**src/rtl/regfile_pkg.sv**
```systemverilog
// Shared constants and helpers for the register file with integrated busy-bit scoreboard.
package regfile_pkg;

    localparam int DATA_W_DEF   = 32;
    localparam int NUM_REGS_DEF = 32;
    localparam int REG_ZERO     = 0;

    function automatic int clog2(input int n);
        int r;
        r = 0;
        while ((1 << r) < n) begin
            r++;
        end
        return r;
    endfunction

endpackage

```
**src/rtl/regfile_scoreboard.sv**
```systemverilog
// Busy-bit scoreboard: issue sets, writeback clears, set wins on collision; bit 0 never busy.
module regfile_scoreboard
    import regfile_pkg::*;
#(
    parameter int NUM_REGS = NUM_REGS_DEF,
    parameter int ADDR_W   = clog2(NUM_REGS_DEF)
) (
    input  logic                clock,
    input  logic                reset_n,
    input  logic                iss_valid,
    input  logic [ADDR_W-1:0]   iss_dst,
    input  logic                wr_en,
    input  logic [ADDR_W-1:0]   wr_addr,
    output logic [NUM_REGS-1:0] busy_vec
);

    logic [NUM_REGS-1:0] busy_q;
    logic [NUM_REGS-1:0] busy_d;

    always_comb begin
        busy_d = busy_q;
        if (wr_en && (wr_addr != ADDR_W'(REG_ZERO))) begin
            busy_d[wr_addr] = 1'b0;
        end
        // Applied after the clear so a new producer supersedes the retiring one.
        if (iss_valid && (iss_dst != ADDR_W'(REG_ZERO))) begin
            busy_d[iss_dst] = 1'b1;
        end
        busy_d[REG_ZERO] = 1'b0;
    end

    always_ff @(posedge clock or negedge reset_n) begin
        if (!reset_n) begin
            busy_q <= '0;
        end else begin
            busy_q <= busy_d;
        end
    end

    assign busy_vec = busy_q;

endmodule

```
**src/rtl/regfile_sb.sv**
```systemverilog
// Integer register file: N combinational read ports with write bypass, zero register,
// and a scoreboard exposing per-port RAW hazard flags.
module regfile_sb
    import regfile_pkg::*;
#(
    parameter int  DATA_W   = DATA_W_DEF,
    parameter int  NUM_REGS = NUM_REGS_DEF,
    parameter int  NUM_RD   = 2,
    localparam int ADDR_W   = clog2(NUM_REGS)
) (
    input  logic                     clock,
    input  logic                     reset_n,
    input  logic [NUM_RD*ADDR_W-1:0] rd_addr,
    output logic [NUM_RD*DATA_W-1:0] rd_data,
    output logic [NUM_RD-1:0]        rd_busy,
    input  logic                     wr_en,
    input  logic [ADDR_W-1:0]        wr_addr,
    input  logic [DATA_W-1:0]        wr_data,
    input  logic                     iss_valid,
    input  logic [ADDR_W-1:0]        iss_dst,
    output logic [NUM_REGS-1:0]      busy_vec
);

    logic [DATA_W-1:0]   regs_q [NUM_REGS];
    logic [DATA_W-1:0]   regs_d [NUM_REGS];
    logic [NUM_REGS-1:0] busy;
    logic                wr_act;

    assign wr_act = wr_en && (wr_addr != ADDR_W'(REG_ZERO));

    always_comb begin
        regs_d = regs_q;
        if (wr_act) begin
            regs_d[wr_addr] = wr_data;
        end
    end

    always_ff @(posedge clock or negedge reset_n) begin
        if (!reset_n) begin
            for (int i = 0; i < NUM_REGS; i++) begin
                regs_q[i] <= '0;
            end
        end else begin
            regs_q <= regs_d;
        end
    end

    regfile_scoreboard #(
        .NUM_REGS (NUM_REGS),
        .ADDR_W   (ADDR_W)
    ) u_scoreboard (
        .clock     (clock),
        .reset_n   (reset_n),
        .iss_valid (iss_valid),
        .iss_dst   (iss_dst),
        .wr_en     (wr_en),
        .wr_addr   (wr_addr),
        .busy_vec  (busy)
    );

    assign busy_vec = busy;

    for (genvar k = 0; k < NUM_RD; k++) begin : g_rd
        logic [ADDR_W-1:0] idx;
        logic              is_zero;
        logic              hit;

        assign idx     = rd_addr[k*ADDR_W +: ADDR_W];
        assign is_zero = (idx == ADDR_W'(REG_ZERO));
        // Bypass is suppressed while reset is held so reads stay zero.
        assign hit     = wr_en && reset_n && (wr_addr == idx);

        assign rd_data[k*DATA_W +: DATA_W] = is_zero ? '0      :
                                             hit     ? wr_data :
                                                       regs_q[idx];
        assign rd_busy[k] = busy[idx] && !hit;
    end

endmodule

```
**config.mk**
```make
export PLATFORM = sky130hd
export DESIGN_NAME = regfile_sb
export DESIGN_NICKNAME = d
export VERILOG_FILES = /design/src/rtl/regfile_pkg.sv /design/src/rtl/regfile_scoreboard.sv /design/src/rtl/regfile_sb.sv
export SDC_FILE = /design/constraint.sdc
export NUM_CORES = 2
export LEC_CHECK = 0
export ABC_AREA = 1
export ABC_CLOCK_PERIOD_IN_PS = 2200
export CORE_AREA = 2 2 417 419
export CTS_BUF_LIST = sky130_fd_sc_hd__clkbuf_4
export CTS_CLUSTER_DIAMETER = 100
export DETAILED_ROUTE_END_ITERATION = 10
export DIE_AREA = 0 0 419 421
export MAX_ROUTING_LAYER = met4
export PLACE_DENSITY_LB_ADDON = 0.05
export SLEW_MARGIN = 20
export SYNTH_ARGS = -nofsm -noshare
export SYNTH_HDL_FRONTEND = slang
export SYNTH_SLANG_ARGS = --single-unit
```
**constraint.sdc**
```tcl
create_clock -name clock -period 2.2 [get_ports clock]
set_input_delay 0.33 -clock clock [delete_from_list [all_inputs] [get_ports clock]]
set_output_delay 0.33 -clock clock [all_outputs]
set_load 0.05 [all_outputs]
```
==> out/metrics.cfg <==
[outcome]
status = finished with violations
violations = setup timing

[layout]
utilization = 0.456
stdcell_count = 11600
most-common-layout-cells = nand2_1 (2665), dfrtp_1 (1045), o21ai_0 (815)
layout_commonest_cell = nand2_1
num-fill-cells = 17400
synthToLayoutAreaGrowth_pct = 31.6
nNetsFinal = 9151
drive_gt1_frac = 0.229

[worst_setup_path]
end_kind = output port
worst-path-buf-inv = 1
required_ps = 1870
reg2reg_to = regs_q[297]
crit_family = simple AND/OR/NAND/NOR gates
path_cells = o211ai_1, nand3_1, nand2_1, nand2_1, nand2_1, nand2_2, nor2_4, nor2_4, buf_12
path_class = reg -> out
worst-path-max-fanout = 3
ff2ff_setup_slack_ps = 70
r2r_cells = 16
worstReg2RegStart = regs_q[297]
crit_path_start_kind = register
cp_slowest_stage_delay_ps = 400
cpMostUsedCell = nand2_1
timing.critical_path.slowest_stage_cell = dfrtp_1
worstPathArrival_ps = 2800

[die]
initial_core_util = 0.347
io_pins = 154
die_w_um = 419
die_area_mm2 = 0.176
core_mm2 = 0.172
fp-row-count = 153
dieHeight_um = 421

[route]
via_count = 63400
dr.first_iter.drc_count = 7159
wire_per_inst_um = 25.9
drc = 0
routed_via_density = 5.45
wl_um = 301000
postRouteAntennaNets = 0
drt_first_pass_iters = 6

[clock_network]
clkTransAtPathRegs_ps = 80
h-tree-depth = 5
root_buffer = clkbuf_4
clkLatencyLatePin_ps = 1340
cts_buffer_depth = 4
cts_tree = done
cts_buffers = 339
cts_sinks = 1055

[global_routing]
grtUsageMet3 = 0.0525
grt_pass1_wl_um = 434000
grt_max_degree = 122
grt_pass1_vias = 60500
grt_overflow_total = 0
grt_usage = 0.347
antenna_found_initial = 4
grt.busiest_layer = met2
use_met1 = 0.450
met2_usage = 0.533

[power]
finalPower_uw = 63500
power.internal_uw = 40600
p_seq_frac = 0.410
switching_share = 0.360
p_clk_frac = 0.307
power.density_mw_per_mm2 = 807
netSwitchingPower_uw = 22900
pwr-share-comb = 0.283
leakagePower_uw = 0.0360
ir_worst_vdd_uv = 617

[hold_path]
holdCritStartpoint = wr_data[20]
hold_path_end = regs_q[564]
hp-class = in -> reg
hold_depth = 4

[synth]
yosysSeqAreaShare = 0.442
syn_area_per_cell_um2 = 7.07
synth.distinct_cells = 30
yosys_warnings = 0
synth_area_mm2 = 0.0598
yosys_register_bits = 1055
synth_fp_nets = 8514
synthCells = 8458

[sta]
fin_crit_ps = 3130
setup_viol = 97
clock.fmax_mhz = 319
whs_ps = 152
hold_viol_final = 0
worst_pin_slew_ps = 1150
slew_violations = 0
fin_worst_skew_ps = 0
min_period_over_period = 1.42
timing.slew.headroom = 0.233
final.setup.worst_slack_ps = -934
rsz0062_at_grt = yes

[placed_design]
io_buffers = 152
hpwl_um = 201000
gp_congestion = 0.924
dp_cells = 10900

[flow_run]
drv_cap = 0

routing by layer:
| metal | up-vias | wire length [µm] | part of all wire |
|---|---|---|---|
| li1 | 29100 | - | - |
| met1 | 30600 | 126000 | 0.42 |
| met2 | 2962 | 137000 | 0.45 |
| met3 | 751 | 22400 | 0.074 |
| met4 | 0 | 15900 | 0.053 |
| met5 | - | 0 | 0 |
power groups by stage:
| stage | logic (µW) | registers [µW] | clock network [µW] |
|---|---|---|---|
| 5_1_grt | 19800 | 26400 | 21100 |
| 6_report | 18000 | 26000 | 19500 |
| 3_3_place_gp | 15800 | 26100 | 0 |
| 2_1_floorplan | 9380 | 26000 | 0 |
| 3_5_place_dp | 16000 | 26100 | 0 |
| 4_1_cts | 17300 | 25900 | 20000 |
worst register-to-register path, cell delays in order (launching register included):
cell     delay, ps
dfrtp_1        360
inv_2           50
buf_6          110
buf_4          120
buf_4          120
buf_4          120
buf_4          120
buf_4          120
buf_4          120
buf_6          100
buf_6          100
buf_6          100
buf_6          100
buf_6          100
buf_6          100
buf_6          100
o21ai_2        110
state kept, by name (all words and copies together) (netlist names):
register / count
regs_q: 1024
u_scoreboard.busy_vec: 31
Yosys cell counts, drive strengths merged:
cell,number,share of area
a21oi,313,0.026
a22oi,2,0.00025
a31oi,63,0.0066
buf,436,0.038
clkbuf,330,0.021
conb,1,0.000063
dfrtp,1055,0.44
inv,735,0.046
nand2,2801,0.18
nand3,809,0.068
nand4,49,0.0051
nor2,263,0.018
nor3,12,0.0017
o211ai,407,0.051
o21a,5,0.00063
o21ai,1132,0.095
o22ai,19,0.0020
or2,22,0.0023
xor2,4,0.00059
worst max-delay path by stage:
stage           startpoint           to  slack [ps]  depth (start not counted)
4_1_cts        regs_q[666]  rd_data[58]       -1080                         11
3_3_place_gp    wr_addr[1]  rd_data[45]        -760                         11
3_5_place_dp    wr_addr[1]  rd_data[45]        -770                         11
2_1_floorplan   rd_addr[5]  rd_data[57]        -260                          9
6_report       regs_q[173]  rd_data[45]        -930                          9
5_1_grt        regs_q[666]  rd_data[58]       -1150                         11
timing repair:
| action | 4_1_cts | 5_1_grt |
|---|---|---|
| hold buffers | 49 | 0 |
| hold endpoints to repair | 1600 | 0 |
| pin swaps | 245 | 318 |
| gates resized for setup | 667 | 336 |
| setup endpoints to repair | 97 | 99 |
| buffers inserted | 80 | 51 |
metrics by stage:
step           TNS, ps  setup slack (ps)  cell area [µm²]
6_report        -55780              -934            78600
5_1_grt         -71700             -1150            78600
4_1_cts         -70390             -1080            77300
3_5_place_dp   -286500              -771            71000
3_3_place_gp   -307650              -758            71000
2_1_floorplan    -9950              -257            59800
final cells by class:
cell class	count	area, µm²	share of cell area
Timing Repair Buffer	1062	13000	0.165
Multi-Input combinational cell	5902	29700	0.378
Sequential cell	1055	26400	0.336
Antenna cell	13	32.5	0.000414
Clock buffer	463	3480	0.0442
Clock inverter	64	349	0.00444
Inverter	735	2790	0.0355
Tap cell	2325	2910	0.0370
cell families after synthesis:
| kind of cell | after synthesis | share of synthesized area |
|---|---|---|
| other cells | 1 | 0.0000627 |
| xor+xnor | 4 | 0.000586 |
| compound gates | 1941 | 0.182 |
| simple gates | 3956 | 0.271 |
| flops | 1055 | 0.442 |
| buf+inv | 1501 | 0.105 |
Power figures use the tool's default switching activity.
